--- src/rtl/tx_frame_scheduler_if.sv ---
// Source-side and Transmitter-side signals of the two-requester frame scheduler.
// master = sources/transmitter environment, slave = the scheduler itself.
interface tx_frame_scheduler_if;
  logic       Req0, Req1;
  logic       Grant0, Grant1;
  logic [7:0] Data0, Data1;
  logic       DataValid0, DataValid1;
  logic       DataReady0, DataReady1;
  logic       TxStart, TxInput, TxReset;
  logic       Busy, FrameDone, Underrun;

  modport master (
    output Req0, Req1, Data0, Data1, DataValid0, DataValid1,
    input  Grant0, Grant1, DataReady0, DataReady1,
           TxStart, TxInput, TxReset, Busy, FrameDone, Underrun
  );

  modport slave (
    input  Req0, Req1, Data0, Data1, DataValid0, DataValid1,
    output Grant0, Grant1, DataReady0, DataReady1,
           TxStart, TxInput, TxReset, Busy, FrameDone, Underrun
  );
endinterface

--- src/rtl/tx_frame_scheduler.sv ---
// Round-robin frame scheduler feeding PSDU bits LSB-first into the 802.11a Transmitter.
// Optional: define TX_SCHED_UNDERRUN_ABORT_EN to abort the frame on the first byte underrun.
module tx_frame_scheduler #(
  parameter int FRAME_OCTETS = 16,
  parameter int PSDU_OFFSET  = 140,
  parameter int FLUSH_CYCLES = 32,
  parameter int IFS_CYCLES   = 16
) (
  input logic                 Clock,
  input logic                 Reset,
  tx_frame_scheduler_if.slave bus
);
  localparam logic [15:0] LAST_HDR   = 16'(PSDU_OFFSET - 1);
  localparam logic [15:0] FIRST_PSDU = 16'(PSDU_OFFSET);
  localparam logic [15:0] LAST_PSDU  = 16'(PSDU_OFFSET + 8*FRAME_OCTETS - 1);
  localparam logic [15:0] LAST_FLUSH = 16'(PSDU_OFFSET + 8*FRAME_OCTETS + FLUSH_CYCLES - 1);
  localparam logic [15:0] LAST_GAP   = 16'(IFS_CYCLES);

  typedef enum logic [2:0] {IDLE, ARB, START, HEADER, PSDU, FLUSH, GAP} state_t;

  state_t      state_q, state_n;
  logic [15:0] cnt_q, cnt_n, rel_n;
  logic [7:0]  shreg_q, shreg_n, fetch_data;
  logic [1:0]  grant_q, grant_n;
  logic [1:0]  dr_q, dr_n;
  logic        last_grant_q, last_grant_n;
  logic        underrun_q, underrun_n;
  logic        tx_start_q, tx_input_q, busy_q, frame_done_q;
  logic        fetch_valid, byte_miss, abort, winner1;

  always_ff @(posedge Clock or negedge Reset) begin
    if (!Reset) state_q <= IDLE;
    else        state_q <= state_n;
  end

  // cnt holds the index of the edge that ends the current cycle (edge 0 ends START)
  always_comb begin
    state_n      = state_q;
    cnt_n        = cnt_q;
    grant_n      = grant_q;
    last_grant_n = last_grant_q;
    underrun_n   = underrun_q;
    winner1      = 1'b0;
    fetch_valid  = dr_q[1] ? bus.DataValid1 : bus.DataValid0;
    fetch_data   = dr_q[1] ? bus.Data1 : bus.Data0;
    byte_miss    = (|dr_q) & ~fetch_valid;
`ifdef TX_SCHED_UNDERRUN_ABORT_EN
    abort        = byte_miss;
`else
    abort        = 1'b0;
`endif
    if (|dr_q)                 shreg_n = fetch_valid ? fetch_data : 8'h00;
    else if (state_q == PSDU)  shreg_n = {1'b0, shreg_q[7:1]};
    else                       shreg_n = shreg_q;
    if (byte_miss) underrun_n = 1'b1;

    case (state_q)
      IDLE: begin
        cnt_n = 16'd0;
        if (bus.Req0 | bus.Req1) state_n = ARB;
      end
      ARB: begin
        if (bus.Req0 | bus.Req1) begin
          winner1      = (bus.Req0 & bus.Req1) ? ~last_grant_q : bus.Req1;
          grant_n      = winner1 ? 2'b10 : 2'b01;
          last_grant_n = winner1;
          underrun_n   = 1'b0;
          state_n      = START;
        end else begin
          state_n = IDLE;
        end
      end
      START: begin
        cnt_n   = 16'd1;
        state_n = HEADER;
      end
      HEADER: begin
        cnt_n = cnt_q + 16'd1;
        if (cnt_q == LAST_HDR) state_n = PSDU;
      end
      PSDU: begin
        cnt_n = cnt_q + 16'd1;
        if (cnt_q == LAST_PSDU) state_n = FLUSH;
      end
      FLUSH: begin
        cnt_n = cnt_q + 16'd1;
        if (cnt_q == LAST_FLUSH) begin
          cnt_n = 16'd1;
          if (IFS_CYCLES == 0) state_n = IDLE;
          else                 state_n = GAP;
        end
      end
      GAP: begin
        cnt_n = cnt_q + 16'd1;
        if (cnt_q == LAST_GAP) state_n = IDLE;
      end
      default: state_n = IDLE;
    endcase

    if (abort) begin
      cnt_n = 16'd1;
      if (IFS_CYCLES == 0) state_n = IDLE;
      else                 state_n = GAP;
    end
    if (state_n == IDLE) grant_n = 2'b00;

    // byte fetch strobes line up with the edge before each byte's first bit
    rel_n = cnt_n - FIRST_PSDU;
    dr_n  = 2'b00;
    if ((state_n == HEADER && cnt_n == LAST_HDR) ||
        (state_n == PSDU && rel_n[2:0] == 3'd7 && cnt_n != LAST_PSDU))
      dr_n = grant_n;
  end

  always_ff @(posedge Clock or negedge Reset) begin
    if (!Reset) begin
      cnt_q        <= 16'd0;
      shreg_q      <= 8'h00;
      grant_q      <= 2'b00;
      dr_q         <= 2'b00;
      last_grant_q <= 1'b1;
      underrun_q   <= 1'b0;
      tx_start_q   <= 1'b0;
      tx_input_q   <= 1'b0;
      busy_q       <= 1'b0;
      frame_done_q <= 1'b0;
    end else begin
      cnt_q        <= cnt_n;
      shreg_q      <= shreg_n;
      grant_q      <= grant_n;
      dr_q         <= dr_n;
      last_grant_q <= last_grant_n;
      underrun_q   <= underrun_n;
      tx_start_q   <= (state_n == START);
      tx_input_q   <= (state_n == PSDU) & shreg_n[0];
      busy_q       <= (state_n != IDLE);
      frame_done_q <= (state_n == FLUSH) && (cnt_n == LAST_FLUSH);
    end
  end

`ifdef TX_SCHED_UNDERRUN_ABORT_EN
  logic tx_reset_q;
  always_ff @(posedge Clock or negedge Reset) begin
    if (!Reset) tx_reset_q <= 1'b0;
    else        tx_reset_q <= abort;
  end
  assign bus.TxReset = tx_reset_q;
`else
  assign bus.TxReset = 1'b0;
`endif

  assign bus.Grant0     = grant_q[0];
  assign bus.Grant1     = grant_q[1];
  assign bus.DataReady0 = dr_q[0];
  assign bus.DataReady1 = dr_q[1];
  assign bus.TxStart    = tx_start_q;
  assign bus.TxInput    = tx_input_q;
  assign bus.Busy       = busy_q;
  assign bus.FrameDone  = frame_done_q;
  assign bus.Underrun   = underrun_q;
endmodule

--- src/flat_wrapper.sv ---
// flat-port wrapper written by rule: the top's interface ports become plain ports
module tx_frame_scheduler_flat 
#(
  parameter int FRAME_OCTETS = 16,
  parameter int PSDU_OFFSET  = 140,
  parameter int FLUSH_CYCLES = 32,
  parameter int IFS_CYCLES   = 16
)
  (Clock, Reset, bus_Req0, bus_Req1, bus_Data0, bus_Data1, bus_DataValid0, bus_DataValid1, bus_Grant0, bus_Grant1, bus_DataReady0, bus_DataReady1, bus_TxStart, bus_TxInput, bus_TxReset, bus_Busy, bus_FrameDone, bus_Underrun);
  tx_frame_scheduler_if bus_i ();
  input logic Clock;
  input logic Reset;
  input wire logic [$bits(bus_i.Req0)-1:0] bus_Req0;
  input wire logic [$bits(bus_i.Req1)-1:0] bus_Req1;
  input wire logic [$bits(bus_i.Data0)-1:0] bus_Data0;
  input wire logic [$bits(bus_i.Data1)-1:0] bus_Data1;
  input wire logic [$bits(bus_i.DataValid0)-1:0] bus_DataValid0;
  input wire logic [$bits(bus_i.DataValid1)-1:0] bus_DataValid1;
  output wire logic [$bits(bus_i.Grant0)-1:0] bus_Grant0;
  output wire logic [$bits(bus_i.Grant1)-1:0] bus_Grant1;
  output wire logic [$bits(bus_i.DataReady0)-1:0] bus_DataReady0;
  output wire logic [$bits(bus_i.DataReady1)-1:0] bus_DataReady1;
  output wire logic [$bits(bus_i.TxStart)-1:0] bus_TxStart;
  output wire logic [$bits(bus_i.TxInput)-1:0] bus_TxInput;
  output wire logic [$bits(bus_i.TxReset)-1:0] bus_TxReset;
  output wire logic [$bits(bus_i.Busy)-1:0] bus_Busy;
  output wire logic [$bits(bus_i.FrameDone)-1:0] bus_FrameDone;
  output wire logic [$bits(bus_i.Underrun)-1:0] bus_Underrun;
  assign bus_i.Req0 = bus_Req0;
  assign bus_i.Req1 = bus_Req1;
  assign bus_i.Data0 = bus_Data0;
  assign bus_i.Data1 = bus_Data1;
  assign bus_i.DataValid0 = bus_DataValid0;
  assign bus_i.DataValid1 = bus_DataValid1;
  assign bus_Grant0 = bus_i.Grant0;
  assign bus_Grant1 = bus_i.Grant1;
  assign bus_DataReady0 = bus_i.DataReady0;
  assign bus_DataReady1 = bus_i.DataReady1;
  assign bus_TxStart = bus_i.TxStart;
  assign bus_TxInput = bus_i.TxInput;
  assign bus_TxReset = bus_i.TxReset;
  assign bus_Busy = bus_i.Busy;
  assign bus_FrameDone = bus_i.FrameDone;
  assign bus_Underrun = bus_i.Underrun;
  tx_frame_scheduler #(.FRAME_OCTETS(FRAME_OCTETS), .PSDU_OFFSET(PSDU_OFFSET), .FLUSH_CYCLES(FLUSH_CYCLES), .IFS_CYCLES(IFS_CYCLES)) u_core (.Clock(Clock), .Reset(Reset), .bus(bus_i));
endmodule
--- config.mk ---
export PLATFORM = sky130hd
export DESIGN_NAME = tx_frame_scheduler_flat
export DESIGN_NICKNAME = d
export VERILOG_FILES = /design/src/rtl/tx_frame_scheduler_if.sv /design/src/rtl/tx_frame_scheduler.sv /design/src/flat_wrapper.sv
export SDC_FILE = /design/constraint.sdc
export NUM_CORES = 1
export LEC_CHECK = 0
export ABC_CLOCK_PERIOD_IN_PS = 4100
export BUFFER_PORTS_ARGS = -buffer_cell sky130_fd_sc_hd__buf_2
export CAP_MARGIN = 10
export CELL_PAD_IN_SITES_DETAIL_PLACEMENT = 0
export CELL_PAD_IN_SITES_GLOBAL_PLACEMENT = 2
export CORE_MARGIN = 2
export CORE_UTILIZATION = 38
export DETAILED_ROUTE_END_ITERATION = 10
export PLACE_DENSITY = 0.9
export SLEW_MARGIN = 20
export SYNTH_ARGS = -nofsm -noshare
export SYNTH_HDL_FRONTEND = slang
export SYNTH_SLANG_ARGS = --single-unit
--- constraint.sdc ---
create_clock -name Clock -period 4.1 [get_ports Clock]
set_input_delay 0.82 -clock Clock [delete_from_list [all_inputs] [get_ports Clock]]
set_output_delay 0.82 -clock Clock [all_outputs]
set_load 0.01 [all_outputs]
### Word level (Yosys, flattened, before mapping)

Index checks and enable logic that the tools add are counted.

| storage, ports and cells | value |
|---|---|
| bits in read-only memories | 0 |
| input bits | 22 |
| flip-flop bits (word level) | 37 |
| bits in latches | 0 |
| word-level logic and storage cells | 73 |
| memories kept | 0 |
| RAM bits | 0 |

| operators by class | value |
|---|---|
| $add $sub $neg | 2 |
| reductions and logical operators | 12 |
| muxes and demuxes | 23 |
| shifts and indexed selects | 0 |
| divide/modulo/power cells | 0 |
| $lt $le $gt $ge | 0 |
| equality and inequality tests | 18 |
| multiply operators | 0 |
| bitwise gates (word level) | 6 |

Operators with widths:

| cell | number |
|---|---|
| 16-bit one-hot mux with 4 select lines | 1 |
| 16-bit by 9-bit equality test with 1-bit output (second input constant) | 3 |
| 16-bit by 8-bit equality test with 1-bit output (second input constant) | 2 |
| 8-bit 2-to-1 mux | 4 |
| 3-bit one-hot mux with 7 select lines | 1 |
| 3-bit equality test (second input constant) | 6 |
| 16-bit by 1-bit adder with 16-bit output (second input constant) | 1 |
| 16-bit by 5-bit equality test with 1-bit output (second input constant) | 1 |
| 16-bit 2-to-1 mux | 1 |
| 16-bit by 9-bit != test with 1-bit output (second input constant) | 1 |
| 3-bit 2-to-1 mux | 5 |
| 3-bit by 2-bit equality test with 1-bit output (second input constant) | 4 |
| 2-bit 2-to-1 mux | 6 |
| 3-bit zero test | 2 |
| 1-bit 2-to-1 mux | 5 |
| 1-bit logical AND | 4 |
| 1-bit bitwise AND | 3 |
| 3-bit by 1-bit equality test with 1-bit output (second input constant) | 1 |
| 3-bit nonzero test | 1 |
| 3-bit OR reduction | 1 |
| 3-bit subtractor (second input constant) | 1 |
| 1-bit NOT | 2 |
| 2-bit AND reduction | 1 |
| 2-bit nonzero test | 1 |
| 3 further kinds | 3 |

### Longest topological paths before layout

| depth | value |
|---|---|
| depth after elaboration | 9 |
| depth in mapped cells | 9 |

### Worst setup path after synthesis

OpenSTA, ideal clock, no wires.

| timing path | value |
|---|---|
| path kind | input port to flip-flop |
| start | input port bus_Req0 |
| end | register u_core.dr_q[1] |
| path slack | 1.651 ns |
| required time | 4.022 ns |
| path buffers | 1 |
| stages | 8 |
| arrival | 2.371 ns |
| cell sequence | clkbuf_1 -> o21ai_0 -> a21oi_1 -> o31a_2 -> a211o_4 -> nor4b_4 -> or3b_1 -> o2bb2ai_1 |

| on the way | value |
|---|---|
| word-level cells in the longest chain between the ends | 8 |

Ends and longest elaborated chain:

| element | RTL line | source |
|---|---|---|
| start, declared | flat_wrapper.sv:13 | `input wire logic [$bits(bus_i.Req0)-1:0] bus_Req0;` |
| 1-bit bitwise OR (*) | tx_frame_scheduler.sv:60, tx_frame_scheduler.sv:63 |  |
| 2-bit 2-to-1 mux or 3-bit 2-to-1 mux (tied branches) | tx_frame_scheduler.sv:63, tx_frame_scheduler.sv:60 |  |
| 3-bit one-hot mux with 7 select lines (*) | tx_frame_scheduler.sv:57 | `case (state_q)` |
| named net u_core.state_n[1] | tx_frame_scheduler.sv:21 | `state_t state_q, state_n;` |
| 3-bit equality test | tx_frame_scheduler.sv:111 | `(state_n == PSDU && rel_n[2:0] == 3'd7 && cnt_n != LAST_PSDU))` |
| 1-bit logical AND (2 in series) | tx_frame_scheduler.sv:111 |  |
| 1-bit logical OR | tx_frame_scheduler.sv:110 | `if ((state_n == HEADER && cnt_n == LAST_HDR) \|\|` |
| 2-bit 2-to-1 mux (*) | tx_frame_scheduler.sv:110 |  |
| named net u_core.dr_n[1] | tx_frame_scheduler.sv:25 | `logic [1:0] dr_q, dr_n;` |
| end signal, assigned | tx_frame_scheduler.sv:131 | `dr_q <= dr_n;` |
| end, declared | tx_frame_scheduler.sv:25 |  |

The timed path passes the listed nets; every way through them passes the cells marked *.
A chain may end at the register's enable or synchronous reset.

### Final worst setup path

| timing path | value |
|---|---|
| start | register u_core.cnt_q[0] |
| end | register u_core.dr_q[1] |

RTL lines:

| element | RTL line | source |
|---|---|---|
| start, declared | tx_frame_scheduler.sv:22 | `logic [15:0] cnt_q, cnt_n, rel_n;` |
| start signal, assigned | tx_frame_scheduler.sv:128 | `cnt_q <= cnt_n;` |
| 16-bit by 1-bit adder with 16-bit output or 16-bit by 9-bit equality test with 1-bit output (tied branches) | -- |  |
| 16-bit 2-to-1 mux | tx_frame_scheduler.sv:87 | `if (cnt_q == LAST_FLUSH) begin` |
| 16-bit one-hot mux with 4 select lines (*) | tx_frame_scheduler.sv:57 |  |
| named net u_core.cnt_n[3] | tx_frame_scheduler.sv:22 |  |
| 16-bit by 8-bit equality test with 1-bit output or 16-bit by 9-bit != test with 1-bit output (tied branches) | tx_frame_scheduler.sv:110, tx_frame_scheduler.sv:111 |  |
| 1-bit logical AND (on tied branches) | tx_frame_scheduler.sv:110, tx_frame_scheduler.sv:111 |  |
| 1-bit logical OR (*) | tx_frame_scheduler.sv:110 |  |
| 2-bit 2-to-1 mux (*) | tx_frame_scheduler.sv:110 |  |
| named net u_core.dr_n[1] | tx_frame_scheduler.sv:25 |  |

Marks and branches as above.

==> out/qor.yml <==
die_w_um: 85.2
grt_pass1_wl_mm: 11.0
p_leak_nw: 1.20
cp-end-kind: "flip-flop"
intPower_mw: 0.709
worst_ir_drop_vdd_mv: 0.198
drc: 0
avgRoutedWirePerCell_um: 16.7
fillers: 639
setup_viol: 0
async_reset_ff_frac: 1.00
antenna_found_initial: 0
cp.required_ns: 4.28
drv_cap: 0
cts_buffers: 5
initial_core_util: 0.394
path_max_fanout: 13
syn_area_sq_mm: 0.00250
fmax_mhz: 345
cts.sinks: 37
clkPwrFrac: 0.294
dieArea_sq_mm: 0.00725
drive_gt1_frac: 0.181
vias_per_cell: 5.82
fin_crit_sh: 0.708
syn_avg_cell_area_sq_um: 8.78
yosys_warnings: 0
areaGrowthSynthToFinish_pct: 9.90
critical_path_class: "flip-flop to flip-flop"
min_path_type: "flip-flop to flip-flop"
chipHeight_um: 85.2
cts_tree: "yes"
fin_nets: 327
status: "finished clean"
vias: 2218
rsz0062_at_grt: "false"
cts_hold_buf: 0
finalCriticalPeriod_ns: 2.90
yosysSeqAreaShare: 0.370
worstMarginPinSlew_ns: 0.845
p_seq_frac: 0.438
powerDensity_mw_per_mm2: 399
drtAntennaViolNets: 0
fin_setup_tns_ns: 0
skew_ns: 0.00468
grt_max_degree: 38
antennaDiodeCount: 0
critPathArrivalTime_ns: 3.08
postCtsSetupRepairBufs: 0
synth_edf_count: 0
netlist_instances: 285
hold_violations: 0
syn_nets: 309
ios: 32
cts_buffer_depth: 2
switching_share: 0.354
drtIter0Drc: 229
track_usage: 0.189
grt_pass1_vias: 2155
holdWs_ns: 0.489
yosysUniqueCellTypes: 69
final-max-slew-violation-count: 0
grt-ovfl-total: 0
cts_resized: 0
place_congestion: 0.861
io_buffer_count: 30
clock_latency_ns: 0.29
clockRootBuffer: "clkbuf_8"
synth-main-ff-cell: "dfrtp_1"
clkSlewWorstSetupHoldPaths_ns: 0.08
relSlewSlack: 0.422
ys_seq_elements: 37
drt_pre_antenna_iters: 4
cts_max_level: 2
p_switching_mw: 0.389
wirelength_mm: 6.37
hpwl_mm: 4.60
num_rows: 29
critPathLaunchType: "flip-flop"
core_sq_mm: 0.00635
combPwrFrac: 0.269
stage by stage:
stage	worst slack, ns	cells	power [mW]	util	instance area [sq um]
floorplan	1.65	285	0.684	-	2500
global placement	1.21	373	0.775	0.414	2630
detailed placement	1.10	373	0.776	0.414	2630
CTS	1.07	381	1.10	0.432	2750
global route	0.942	381	1.17	0.433	2750
finish	1.20	381	1.10	0.433	2750
path summary, 6_finish.rpt:
check / depth (start not counted) / start / to / slack, ns
min in group asynchronous: 1 / Reset / u_core.cnt_q[10] / 0.61
worst min register to register: 2 / u_core.shreg_q[4] / u_core.shreg_q[4] / 0.49
worst max register to register: 8 / u_core.cnt_q[0] / u_core.dr_q[1] / 1.20
worst max-delay path: 8 / u_core.cnt_q[0] / u_core.dr_q[1] / 1.20
max in group asynchronous: 1 / Reset / u_core.shreg_q[2] / 2.97
worst min-delay path: 2 / u_core.shreg_q[4] / u_core.shreg_q[4] / 0.49
critical path, stage by stage (launching register included):
cell and delay [ns]:
dfrtp_1 0.47, ha_1 0.29, and4b_1 0.23, nand4_1 0.17, o22ai_2 0.22, nor4b_1 0.61
or3b_1 0.42, nor3_1 0.28, o2bb2ai_1 0.09
final cells by class:
| cell class | count | area [sq um] | share of cell area |
|---|---|---|---|
| clock buffers | 5 | 68.8 | 0.0250 |
| clock inverters | 3 | 46.3 | 0.0168 |
| inverters | 9 | 33.8 | 0.0123 |
| multi-input cells | 220 | 1430 | 0.519 |
| flip-flops and latches | 37 | 927 | 0.337 |
| well taps | 77 | 96.3 | 0.0350 |
| repair buffers | 30 | 150 | 0.0546 |
state kept, by name (all words and copies together) (netlist names), 2 cells and up:
register / cells
u_core.cnt_q: 16
u_core.shreg_q: 8
u_core.state_q: 3
u_core.dr_q: 2
u_core.grant_q: 2
cell families after synthesis:
group / Yosys count / share of synthesized area
and+or+nand+nor: 124 / 0.272
AOI/OAI and AO/OA: 71 / 0.203
DFF: 37 / 0.370
buffers and inverters: 28 / 0.0615
xor gates and xnor gates: 15 / 0.0525
muxes: 7 / 0.0290
adders and majority gates: 2 / 0.00999
other: 1 / 0.00150
metal layers:
layer | global-route usage | up-vias | wire length (um)
met1 | 0.267 | 1054 | 2990
met5 | 0 | - | 0
met2 | 0.288 | 78 | 2910
met4 | 0.0548 | 0 | 84
li1 | - | 1077 | -
met3 | 0.0438 | 9 | 382
cell usage after synthesis, types with 3 or more instances:
master / n / area share
and3_1: 5 / 0.012
buf_4: 4 / 0.012
dfrtp_1: 36 / 0.36
nor3_1: 13 / 0.026
nand3_1: 12 / 0.024
o21ai_1: 5 / 0.010
buf_6: 4 / 0.018
inv_1: 9 / 0.013
nor2_1: 32 / 0.048
nand2_1: 24 / 0.036
xnor2_1: 9 / 0.031
o31a_2: 3 / 0.012
o21ai_0: 8 / 0.016
mux2i_1: 5 / 0.020
a31oi_1: 6 / 0.015
a21oi_1: 15 / 0.030
or3_1: 4 / 0.010
and2_1: 4 / 0.010
nand4_1: 6 / 0.015
o221ai_1: 3 / 0.010
and4_1: 3 / 0.010
o211ai_1: 3 / 0.0090
a211o_1: 3 / 0.010
xor2_1: 6 / 0.021
clkbuf_1: 6 / 0.0090
power groups by stage:
stage          combinational [mW]  clock, mW  sequential (mW)
2_1_floorplan               0.243          0            0.441
3_3_place_gp                0.292          0            0.483
3_5_place_dp                0.292          0            0.484
4_1_cts                     0.293      0.334            0.478
5_1_grt                     0.330      0.350            0.487
6_report                    0.295      0.322            0.481
cell usage in the layout, fill, tap and decap left out, drive strengths merged, types with 6 or more instances in the layout:
cell type  count
xnor2          9
nor2          32
dfrtp         36
nor3          14
a31oi          6
nand2         24
buf           30
a21oi         15
inv            9
nand3         13
nand4          6
xor2           6
o21ai         13
Note: power is estimated with default switching activity, not from simulation.
